File: src/rtl/mod_key_ctrl.sv
// Round-key sequencer for the AES-256 key ROM: walks ROM addresses 0..NR (or NR..0)
// and presents each registered key to the addRoundKey stage with a valid/ready handshake.
module mod_key_ctrl #(
    parameter int NR     = 14,
    parameter int ADDR_W = 4,
    parameter int DATA_W = 128
) (
    input  logic              clk,
    input  logic              resetn,
    input  logic              start,
    input  logic              dec_mode,
    input  logic              abort,
    output logic [ADDR_W-1:0] addr_romKey,
    input  logic [DATA_W-1:0] key_romKey,
    output logic [DATA_W-1:0] key_out,
    output logic [ADDR_W-1:0] key_round,
    output logic              key_valid,
    output logic              key_last,
    input  logic              key_ready,
    output logic              busy,
    output logic              done
);

    typedef enum logic [1:0] {
        S_IDLE    = 2'd0,
        S_FETCH   = 2'd1,
        S_PRESENT = 2'd2
    } state_t;

    localparam logic [ADDR_W-1:0] ADDR_LAST = ADDR_W'(NR);
    localparam logic [ADDR_W-1:0] ADDR_ZERO = '0;
    localparam logic [ADDR_W-1:0] ADDR_ONE  = ADDR_W'(1);

    state_t              state_q, state_d;
    logic                dec_q, dec_d;
    logic [ADDR_W-1:0]   addr_q, addr_d;
    logic [DATA_W-1:0]   key_q, key_d;
    logic [ADDR_W-1:0]   round_q, round_d;
    logic                valid_q, valid_d;
    logic                last_q, last_d;
    logic                done_q, done_d;
    logic [ADDR_W-1:0]   end_addr;

    // The address register doubles as the round counter.
    always_ff @(posedge clk) begin
        if (resetn) begin
            state_q <= S_IDLE;
            dec_q   <= 1'b0;
            addr_q  <= '0;
            key_q   <= '0;
            round_q <= '0;
            valid_q <= 1'b0;
            last_q  <= 1'b0;
            done_q  <= 1'b0;
        end else begin
            state_q <= state_d;
            dec_q   <= dec_d;
            addr_q  <= addr_d;
            key_q   <= key_d;
            round_q <= round_d;
            valid_q <= valid_d;
            last_q  <= last_d;
            done_q  <= done_d;
        end
    end

    assign end_addr = dec_q ? ADDR_ZERO : ADDR_LAST;

    always_comb begin
        state_d = state_q;
        dec_d   = dec_q;
        addr_d  = addr_q;
        key_d   = key_q;
        round_d = round_q;
        valid_d = valid_q;
        last_d  = last_q;
        done_d  = 1'b0;
        case (state_q)
            S_IDLE: begin
                if (start && !abort) begin
                    dec_d   = dec_mode;
                    addr_d  = dec_mode ? ADDR_LAST : ADDR_ZERO;
                    state_d = S_FETCH;
                end
            end
            S_FETCH: begin
                if (abort) begin
                    valid_d = 1'b0;
                    last_d  = 1'b0;
                    state_d = S_IDLE;
                end else begin
                    key_d   = key_romKey;
                    round_d = addr_q;
                    valid_d = 1'b1;
                    last_d  = (addr_q == end_addr);
                    state_d = S_PRESENT;
                end
            end
            S_PRESENT: begin
                if (abort) begin
                    valid_d = 1'b0;
                    last_d  = 1'b0;
                    state_d = S_IDLE;
                end else if (valid_q && key_ready) begin
                    valid_d = 1'b0;
                    if (last_q) begin
                        last_d  = 1'b0;
                        done_d  = 1'b1;
                        state_d = S_IDLE;
                    end else begin
                        // Saturate at the end value so no out-of-range address is issued.
                        if (addr_q != end_addr)
                            addr_d = dec_q ? (addr_q - ADDR_ONE) : (addr_q + ADDR_ONE);
                        state_d = S_FETCH;
                    end
                end
            end
            default: begin
                valid_d = 1'b0;
                last_d  = 1'b0;
                state_d = S_IDLE;
            end
        endcase
    end

    always_comb begin
        busy = (state_q != S_IDLE);
    end

    assign addr_romKey = addr_q;
    assign key_out     = key_q;
    assign key_round   = round_q;
    assign key_valid   = valid_q;
    assign key_last    = last_q;
    assign done        = done_q;

endmodule
File: config.mk
export PLATFORM = sky130hd
export DESIGN_NAME = mod_key_ctrl
export DESIGN_NICKNAME = d
export VERILOG_FILES = /design/src/rtl/mod_key_ctrl.sv
export SDC_FILE = /design/constraint.sdc
export NUM_CORES = 1
export LEC_CHECK = 0
export CAP_MARGIN = 15
export CORE_ASPECT_RATIO = 2
export CORE_MARGIN = 2
export CORE_UTILIZATION = 43
export CTS_BUF_LIST = sky130_fd_sc_hd__clkbuf_2 sky130_fd_sc_hd__clkbuf_4 sky130_fd_sc_hd__clkbuf_8
export CTS_CLUSTER_DIAMETER = 40
export DETAILED_ROUTE_END_ITERATION = 6
export PLACE_DENSITY = 0.94
export SLEW_MARGIN = 20
export SYNTH_ARGS = -nofsm -noshare
export SYNTH_HDL_FRONTEND = slang
export SYNTH_SLANG_ARGS = --single-unit
File: constraint.sdc
create_clock -name clk -period 4.8 [get_ports clk]
set_clock_uncertainty 0.2 [all_clocks]
set_input_delay 1.2 -clock clk [delete_from_list [all_inputs] [get_ports clk]]
set_output_delay 1.2 -clock clk [all_outputs]
set_load 0.03 [all_outputs]
==> flow_summary.toml, run 1 <==
[clock_network]
cts.sinks = 142
htreeDepth = 4
post-cts-setup-buffers = 0
clk_latency_ns = 0.43
cts_tree = "done"
cts_buffers = 17
ctsLongestPathBuffers = 2
clk_pin_slew_worst_paths_ns = 0.07
root_buffer = "clkbuf_8"
cts_resized = 0
ctsHoldBuffers = 0

[detailed_routing]
drt-total-wl_microns = 15800
post_drt_wl_per_cell_microns = 15.0
drt_iter0_drc = 281
vias = 5268
firstDrtPassIters = 4
vias_per_cell = 4.99
route.detailed.drc = 0
ant_nets = 0

[power]
p_clk_frac = 0.378
switching_share = 0.251
switchingPower_mw = 0.617
p_seq_frac = 0.496
power_mw = 2.46
pwr_density_cell_nw_per_um2 = 297
internal_power_mw = 1.84
power_leakage_nw = 2.85
combPwrFrac = 0.127
ir_drop_mv = 0.397

[timing]
fmax_mhz = 314
fin_setup_tns_ns = 0
finalSetupViolCount = 0
slew_headroom = 0.351
min_period_over_period = 0.665
tightest_slew_ns = 0.973
slew_viol_final = 0
timing_hold_violations_final = 0
rsz0062_at_grt = "no"
min_period_ns = 3.19

[setup_path]
r2r_cells = 6
cp_slowest_stage_delay_ns = 0.68
r2r_start = "dec_q"
critPathCaptureType = "output pin"
worstReg2RegEnd = "addr_romKey[1]"
arrival_ns = 1.79
worstPathRequired_ns = 3.40
r2r_setup_slack_ns = 2.28
slowest_stage = "clkdlybuf4s50_1"
critPathMaxFanout = 10
cp_cell_sequence = "or2_4, clkdlybuf4s50_1"
path_class = "reg2out"
start_kind = "register"

[worst_hold_path]
worstHoldEndpoint = "key_out[29]"
hp-start = "key_out[29]"
hold_class = "reg2reg"
holdPathStages = 2

[finish]
nets = 1035
drive_gt1_frac = 0.0473
layout.cells.non_filler = 1055
syn2layout_area_growth_pct = 63.0
final_util = 0.712

[floorplanning]
core_sq_um = 11600
ioPinCount = 274
start_util = 0.437
fp.dieH_microns = 158
rows = 56
die_area_sq_um = 12800
die_w_microns = 80.9

[status]
status = "finished clean"

[placed_design]
routabilityCongestion = 0.894
port_buffers = 273
place_hpwl_microns = 11300
dp.cells = 1022

[synthesis]
netlist_area_sq_um = 5080
ys.flop_type = "dfxtp_1"
ys.warnings.count = 0
syn_avg_cell_area_sq_um = 7.86
async_flop_share = 0
syn_inst = 646
ys_ff_latch = 142
syn-num-nets = 784
synth-seq-area-share = 0.560
synth_edf_count = 0
yosysUniqueCellTypes = 36

[global_route]
grt_start_max_net_pins = 110
antenna_found_initial = 0
grt_pass1_wl_microns = 24300
grt_overflow = 0
track_usage = 0.245
grt_pass1_vias = 5155

[job]
cap_violations = 0
-- final cells by class --
| class | count | area, sq um |
|---|---|---|
| fillers | 849 | 3350 |
| flip-flops and latches | 142 | 2840 |
| repair buffers | 280 | 2820 |
| multi-input cells | 450 | 2030 |
| clock buffers | 19 | 249 |
| well taps | 145 | 181 |
| clock inverters | 12 | 136 |
| inverters | 6 | 22.5 |
| diodes | 1 | 2.50 |
-- worst max path at each step --
| stage | from | cells after the start | to | slack [ns] |
|---|---|---|---|---|
| floorplan | abort | 6 | key_out[38] | 2.08 |
| global placement | abort | 6 | key_out[42] | 1.41 |
| detailed placement | abort | 6 | key_out[7] | 1.33 |
| CTS | state_q[0] | 2 | busy | 1.58 |
| global route | state_q[0] | 2 | busy | 1.53 |
| finish | state_q[0] | 2 | busy | 1.61 |
-- metal layers --
metal | vias up | wire length (microns) | global-route usage
met4 | 0 | 629 | 0.144
met1 | 2421 | 5550 | 0.244
met5 | - | 0 | 0
met3 | 44 | 998 | 0.0650
met2 | 214 | 8660 | 0.440
li1 | 2589 | - | -
-- cells in the final DEF (no fill, tap or decap), types with 3 or more instances in the layout --
cell type	Yosys	final
nor2_1	7	7
buf_4	1	6
a21oi_1	140	140
ha_1	3	3
inv_6	0	4
clkdlybuf4s50_1	0	272
clkbuf_8	0	17
nand2_1	268	267
clkinvlp_4	0	3
inv_1	5	5
dfxtp_1	142	142
-- registers in the layout, summed over array words and instances, names as in the netlist --
signal	count
addr_romKey	4
dec_q	1
done	1
key_last	1
key_out	128
key_round	4
key_valid	1
state_q	2
-- through the flow --
step	worst slack [ns]	hold WS, ns	instance area [sq um]
2_1_floorplan	2.08	0.325	5080
3_3_place_gp	1.41	0.240	7860
3_5_place_dp	1.33	0.246	7860
4_1_cts	1.58	0.257	8250
5_1_grt	1.53	0.275	8280
6_report	1.61	0.255	8280
-- worst max-delay path: cells and delay by family (launching register included) --
kind                   cells  cell delay (ns)
buffers and inverters      1             0.68
flip-flops                 1             0.50
AND/OR/NAND/NOR            1             0.18
-- cells by family after synthesis --
kind of cell,share of synthesized area
AO/OA/AOI/OAI,0.152
XOR/XNOR,0.00345
adder cells (fa/ha/maj),0.0113
buffers and inverters,0.0436
flip-flops,0.560
multiplexers,0.00394
AND/OR/NAND/NOR,0.226
-- Yosys cell counts (2+ instances only) --
| cell | n | share of area |
|---|---|---|
| a21oi_1 | 140 | 0.14 |
| buf_1 | 2 | 0.0015 |
| buf_2 | 6 | 0.0059 |
| clkbuf_1 | 38 | 0.028 |
| dfxtp_1 | 142 | 0.56 |
| ha_1 | 3 | 0.0074 |
| inv_1 | 5 | 0.0037 |
| mux2i_1 | 2 | 0.0039 |
| nand2_1 | 268 | 0.20 |
| nand3_1 | 2 | 0.0020 |
| nor2_1 | 7 | 0.0052 |
| nor2b_1 | 2 | 0.0025 |
| nor3_1 | 3 | 0.0030 |
| nor4_1 | 2 | 0.0025 |
| o21ai_0 | 2 | 0.0020 |
| xor2_1 | 2 | 0.0034 |
-- power by group through the flow --
stage / sequential [mW] / clock (mW) / combinational, mW
4_1_cts: 1.22 / 0.955 / 0.309
6_report: 1.22 / 0.930 / 0.312
2_1_floorplan: 1.29 / 0 / 0.0795
3_3_place_gp: 1.25 / 0 / 0.303
3_5_place_dp: 1.25 / 0 / 0.307
5_1_grt: 1.22 / 1.00 / 0.333
Power figures use the tool's default switching activity.
==> inputs of run 2 (changes only) <==
--- a/config.mk
+++ b/config.mk
@@ -8,11 +8,11 @@
 export CAP_MARGIN = 15
 export CORE_ASPECT_RATIO = 2
 export CORE_MARGIN = 2
-export CORE_UTILIZATION = 43
+export CORE_UTILIZATION = 36
 export CTS_BUF_LIST = sky130_fd_sc_hd__clkbuf_2 sky130_fd_sc_hd__clkbuf_4 sky130_fd_sc_hd__clkbuf_8
 export CTS_CLUSTER_DIAMETER = 40
 export DETAILED_ROUTE_END_ITERATION = 6
-export PLACE_DENSITY = 0.94
+export PLACE_DENSITY = 0.85
 export SLEW_MARGIN = 20
 export SYNTH_ARGS = -nofsm -noshare
 export SYNTH_HDL_FRONTEND = slang
==> constraint.sdc (replaced) <==
create_clock -name clk -period 2.8 [get_ports clk]
set_clock_uncertainty 0.2 [all_clocks]
set_input_delay 0.7 -clock clk [delete_from_list [all_inputs] [get_ports clk]]
set_output_delay 0.7 -clock clk [all_outputs]
set_load 0.03 [all_outputs]
==> run 2 against run 1 <==
Flip-flop and latch count unchanged; global-route usage down 3.7 points; sequential power up 71%; setup slack worse by 1.5 ns; sequential share of layout area down 0.88 points; clock power up 88%; worst hold slack worse by 0.00064 ns.
==> flow_summary.toml, run 2 (same netlist as run 1, synthesis figures left out) <==
[detailed_routing]
vias = 5152
vias_per_cell = 4.67
post_drt_wl_per_cell_microns = 14.6
drt-total-wl_microns = 16200
drt_iter0_drc = 190
firstDrtPassIters = 4
route.detailed.drc = 0
ant_nets = 0

[global_route]
grt_overflow = 0
antenna_found_initial = 0
grt_start_max_net_pins = 86
grt_pass1_wl_microns = 24200
track_usage = 0.208
grt_pass1_vias = 4996

[setup_path]
path_class = "reg2out"
r2r_cells = 7
critPathMaxFanout = 10
start_kind = "register"
arrival_ns = 1.81
worstPathRequired_ns = 1.90
critPathCaptureType = "output pin"

[power]
power_leakage_nw = 2.92
ir_drop_mv = 0.418
pwr_density_cell_nw_per_um2 = 517

[finish]
fin_area_sq_um = 8500
syn2layout_area_growth_pct = 67.2
diodes = 0
nets = 1041
layout.cells.non_filler = 1104
largest_register_ff_count = 128
drive_gt1_frac = 0.0536
final_cell_mix = "clkdlybuf4s50_1 (272), nand2_1 (267), dfxtp_1 (142)"
final_common_cell = "clkdlybuf4s50_1"

[worst_hold_path]
holdPathStages = 2
hold_class = "reg2reg"

[placed_design]
dp.cells = 1073
pre_cts_ws_ns = 0.260
port_buffers = 273
placed_area_sq_um = 8070
routabilityCongestion = 0.872
place_hpwl_microns = 11400

[clock_network]
htreeDepth = 4
ctsHoldBuffers = 0
cts_buffers = 17
cts.sinks = 142
clk_pin_slew_worst_paths_ns = 0.08
root_buffer = "clkbuf_8"
clk_latency_ns = 0.44
cts_resized = 0
post-cts-setup-buffers = 0
ctsLongestPathBuffers = 2
cts_tree = "done"

[status]
status = "finished clean"

[floorplanning]
ioPinCount = 274
fp.dieH_microns = 172
die_w_microns = 88.0
core_sq_um = 13800
rows = 61
die_area_sq_um = 15100
start_util = 0.368

[timing]
timing_hold_violations_final = 0
fin_setup_tns_ns = 0
finalSetupViolCount = 0
hold-worst-slack_ns = 0.254
slew_headroom = 0.677
fmax_mhz = 370
slew_viol_final = 0
tightest_slew_ns = 0.478
layout_setup_ws_ns = 0.0938
min_period_ns = 2.71
min_period_over_period = 0.966
rsz0062_at_grt = "no"

[job]
cap_violations = 0
[run 2: changes by cell type in the layout (fill, tap and decap cells not counted)]
cell | previous run | this run
inv_6 | 4 | 0
buf_4 | 6 | 5
buf_16 | 1 | 0
clkbuf_8 | 17 | 21
buf_12 | 1 | 9
clkinv_2 | 2 | 3
diode_2 | 1 | 0
clkbuf_4 | 2 | 0
bufinv_16 | 2 | 3
[run 2: path summary, 6_finish.rpt]
path	slack, ns	from	to
max	0.09	state_q[0]	busy
max reg2reg	0.64	addr_romKey[1]	addr_romKey[1]
min reg2reg	0.25	key_out[39]	key_out[39]
min	0.25	key_out[39]	key_out[39]
[run 2: layer usage]
| layer | part of all wire | global-route usage | wire, microns | up-vias |
|---|---|---|---|---|
| met5 | 0 | 0 | 0 | - |
| met4 | 0.050 | 0.128 | 815 | 0 |
| met3 | 0.058 | 0.0568 | 933 | 50 |
| met2 | 0.54 | 0.365 | 8710 | 182 |
| met1 | 0.35 | 0.212 | 5710 | 2319 |
| li1 | - | - | - | 2601 |
[run 2: final cells by class]
| type | instances | area [sq um] |
|---|---|---|
| Fill cell | 1169 | 5320 |
| Timing Repair Buffer | 286 | 2940 |
| Sequential cell | 142 | 2840 |
| Multi-Input combinational cell | 450 | 2030 |
| Clock buffer | 21 | 289 |
| Tap cell | 189 | 236 |
| Clock inverter | 10 | 136 |
| Inverter | 6 | 22.5 |
[run 2: worst max-delay path: stages, from the launching register on]
cell and delay, ns:
dfxtp_1 0.50, or2_4 0.18, clkdlybuf4s50_1 0.68
[run 2: power by group]
part | switching (mW) | internal (mW) | total (mW)
sequential | 0.0288 | 2.06 | 2.09
combinational | 0.253 | 0.294 | 0.547
clock | 0.783 | 0.968 | 1.75
total | 1.06 | 3.33 | 4.39
[run 2: stage by stage]
step / utilization / total power, mW
final: 0.615 / 4.39
after floorplan: - / 2.36
after global routing: 0.615 / 4.56
after CTS: 0.615 / 4.44
after global placement: 0.584 / 2.68
after detailed placement: 0.584 / 2.68
==> inputs of run 3 (changes only) <==
--- a/config.mk
+++ b/config.mk
@@ -8,11 +8,11 @@
 export CAP_MARGIN = 15
 export CORE_ASPECT_RATIO = 2
 export CORE_MARGIN = 2
-export CORE_UTILIZATION = 36
-export CTS_BUF_LIST = sky130_fd_sc_hd__clkbuf_2 sky130_fd_sc_hd__clkbuf_4 sky130_fd_sc_hd__clkbuf_8
+export CORE_UTILIZATION = 27
 export CTS_CLUSTER_DIAMETER = 40
 export DETAILED_ROUTE_END_ITERATION = 6
-export PLACE_DENSITY = 0.85
+export HOLD_SLACK_MARGIN = 0.1
+export PLACE_DENSITY = 0.68
 export SLEW_MARGIN = 20
 export SYNTH_ARGS = -nofsm -noshare
 export SYNTH_HDL_FRONTEND = slang
==> run 3 against run 2 <==
Critical path depth stayed put; worst hold slack worse by 0.0031 ns; critical path type unchanged; flip-flop and latch count stayed put.
==> flow_summary.toml, run 3 (same netlist as run 1, synthesis figures left out) <==
[status]
status = "finished clean"

[floorplanning]
core_sq_um = 18700
ioPinCount = 274
rows = 71
start_util = 0.272
die_w_microns = 101
fp.dieH_microns = 198
die_area_sq_um = 20000

[finish]
drive_gt1_frac = 0.0504
nets = 1038
final_cell_mix = "clkdlybuf4s50_1 (272), nand2_1 (267), dfxtp_1 (142)"
largest_register_ff_count = 128
fillers = 1843
diodes = 0
syn2layout_area_growth_pct = 71.8
final_common_cell = "clkdlybuf4s50_1"
final_util = 0.468

[detailed_routing]
drt-total-wl_microns = 16100
post_drt_wl_per_cell_microns = 14.2
ant_nets = 0
firstDrtPassIters = 4
vias = 5071
vias_per_cell = 4.48
route.detailed.drc = 0
drt_iter0_drc = 133

[clock_network]
ctsLongestPathBuffers = 2
root_buffer = "clkbuf_16"
cts_resized = 0
ctsHoldBuffers = 0
cts_buffers = 17
post-cts-setup-buffers = 0
htreeDepth = 4
clk_pin_slew_worst_paths_ns = 0.06
clk_latency_ns = 0.41
cts.sinks = 142
cts_tree = "done"

[timing]
timing_hold_violations_final = 0
slew_headroom = 0.489
rsz0062_at_grt = "no"
min_period_ns = 2.68
fin_setup_tns_ns = 0
tightest_slew_ns = 0.767
finalSetupViolCount = 0
fmax_mhz = 373
min_period_over_period = 0.959
slew_viol_final = 0

[placed_design]
place_hpwl_microns = 11300
port_buffers = 273
routabilityCongestion = 0.763

[global_route]
grt_pass1_vias = 4755
track_usage = 0.159
grt_overflow = 0
antenna_found_initial = 0
grt_start_max_net_pins = 74
grt_pass1_wl_microns = 24700

[power]
power_leakage_nw = 3.01
pwr_density_cell_nw_per_um2 = 596
ir_drop_mv = 0.350

[setup_path]
path_class = "reg2out"
critPathCaptureType = "output pin"
r2r_setup_slack_ns = 0.68
start_kind = "register"
critPathMaxFanout = 10
arrival_ns = 1.78
worstPathRequired_ns = 1.90

[job]
cap_violations = 0

[worst_hold_path]
hold_class = "reg2reg"
-- run 3: cell count changes in the layout (fill, tap and decap cells not counted), moves of 2 or more --
| cell | delta |
|---|---|
| clkinv_4 | +3 |
| bufinv_16 | +3 |
| buf_12 | -2 |
| clkinvlp_4 | -2 |
| clkbuf_8 | -21 |
| clkbuf_16 | +17 |
-- run 3: area by class of cell --
| cell class | instances | area [sq um] | area share |
|---|---|---|---|
| well taps | 219 | 274 | 0.0314 |
| multi-input cells | 450 | 2030 | 0.232 |
| inverters | 6 | 22.5 | 0.00258 |
| flip-flops and latches | 142 | 2840 | 0.326 |
| clock buffers | 17 | 425 | 0.0487 |
| clock inverters | 14 | 241 | 0.0277 |
| repair buffers | 283 | 2890 | 0.331 |
-- run 3: critical path, cell delays in order (launching register included) --
cell and delay, ns:
dfxtp_1 0.51, or2_4 0.19, clkdlybuf4s50_1 0.67
-- run 3: worst paths after layout --
path | to | from | cells after the start
setup / recovery | busy | state_q[0] | 2
hold / removal | key_out[9] | key_out[9] | 2
setup reg to reg | addr_romKey[3] | addr_romKey[1] | 7
hold reg to reg | key_out[9] | key_out[9] | 2
-- run 3: stage by stage --
| stage | cell area, sq um | hold WS [ns] | instances | power (mW) | worst slack (ns) |
|---|---|---|---|---|---|
| 3_5_place_dp | 8060 | 0.246 | 1100 | 2.68 | 0.276 |
| 5_1_grt | 8730 | 0.265 | 1131 | 5.39 | 0.0335 |
| 3_3_place_gp | 8060 | 0.240 | 1100 | 2.68 | 0.317 |
| 6_report | 8730 | 0.251 | 1131 | 5.20 | 0.116 |
| 4_1_cts | 8730 | 0.254 | 1131 | 5.29 | 0.0787 |
| 2_1_floorplan | 5080 | 0.325 | 646 | 2.36 | 0.376 |
-- run 3: power by group --
group	switching (mW)	internal [mW]
clock	0.898	1.67
sequential	0.0278	2.07
combinational	0.250	0.291
-- run 3: metal layers --
layer | up-vias | wire [microns] | global-route usage
li1 | 2599 | - | -
met1 | 2296 | 6000 | 0.164
met2 | 165 | 8840 | 0.298
met3 | 11 | 963 | 0.0424
met4 | 0 | 263 | 0.0601
met5 | - | 0 | 0
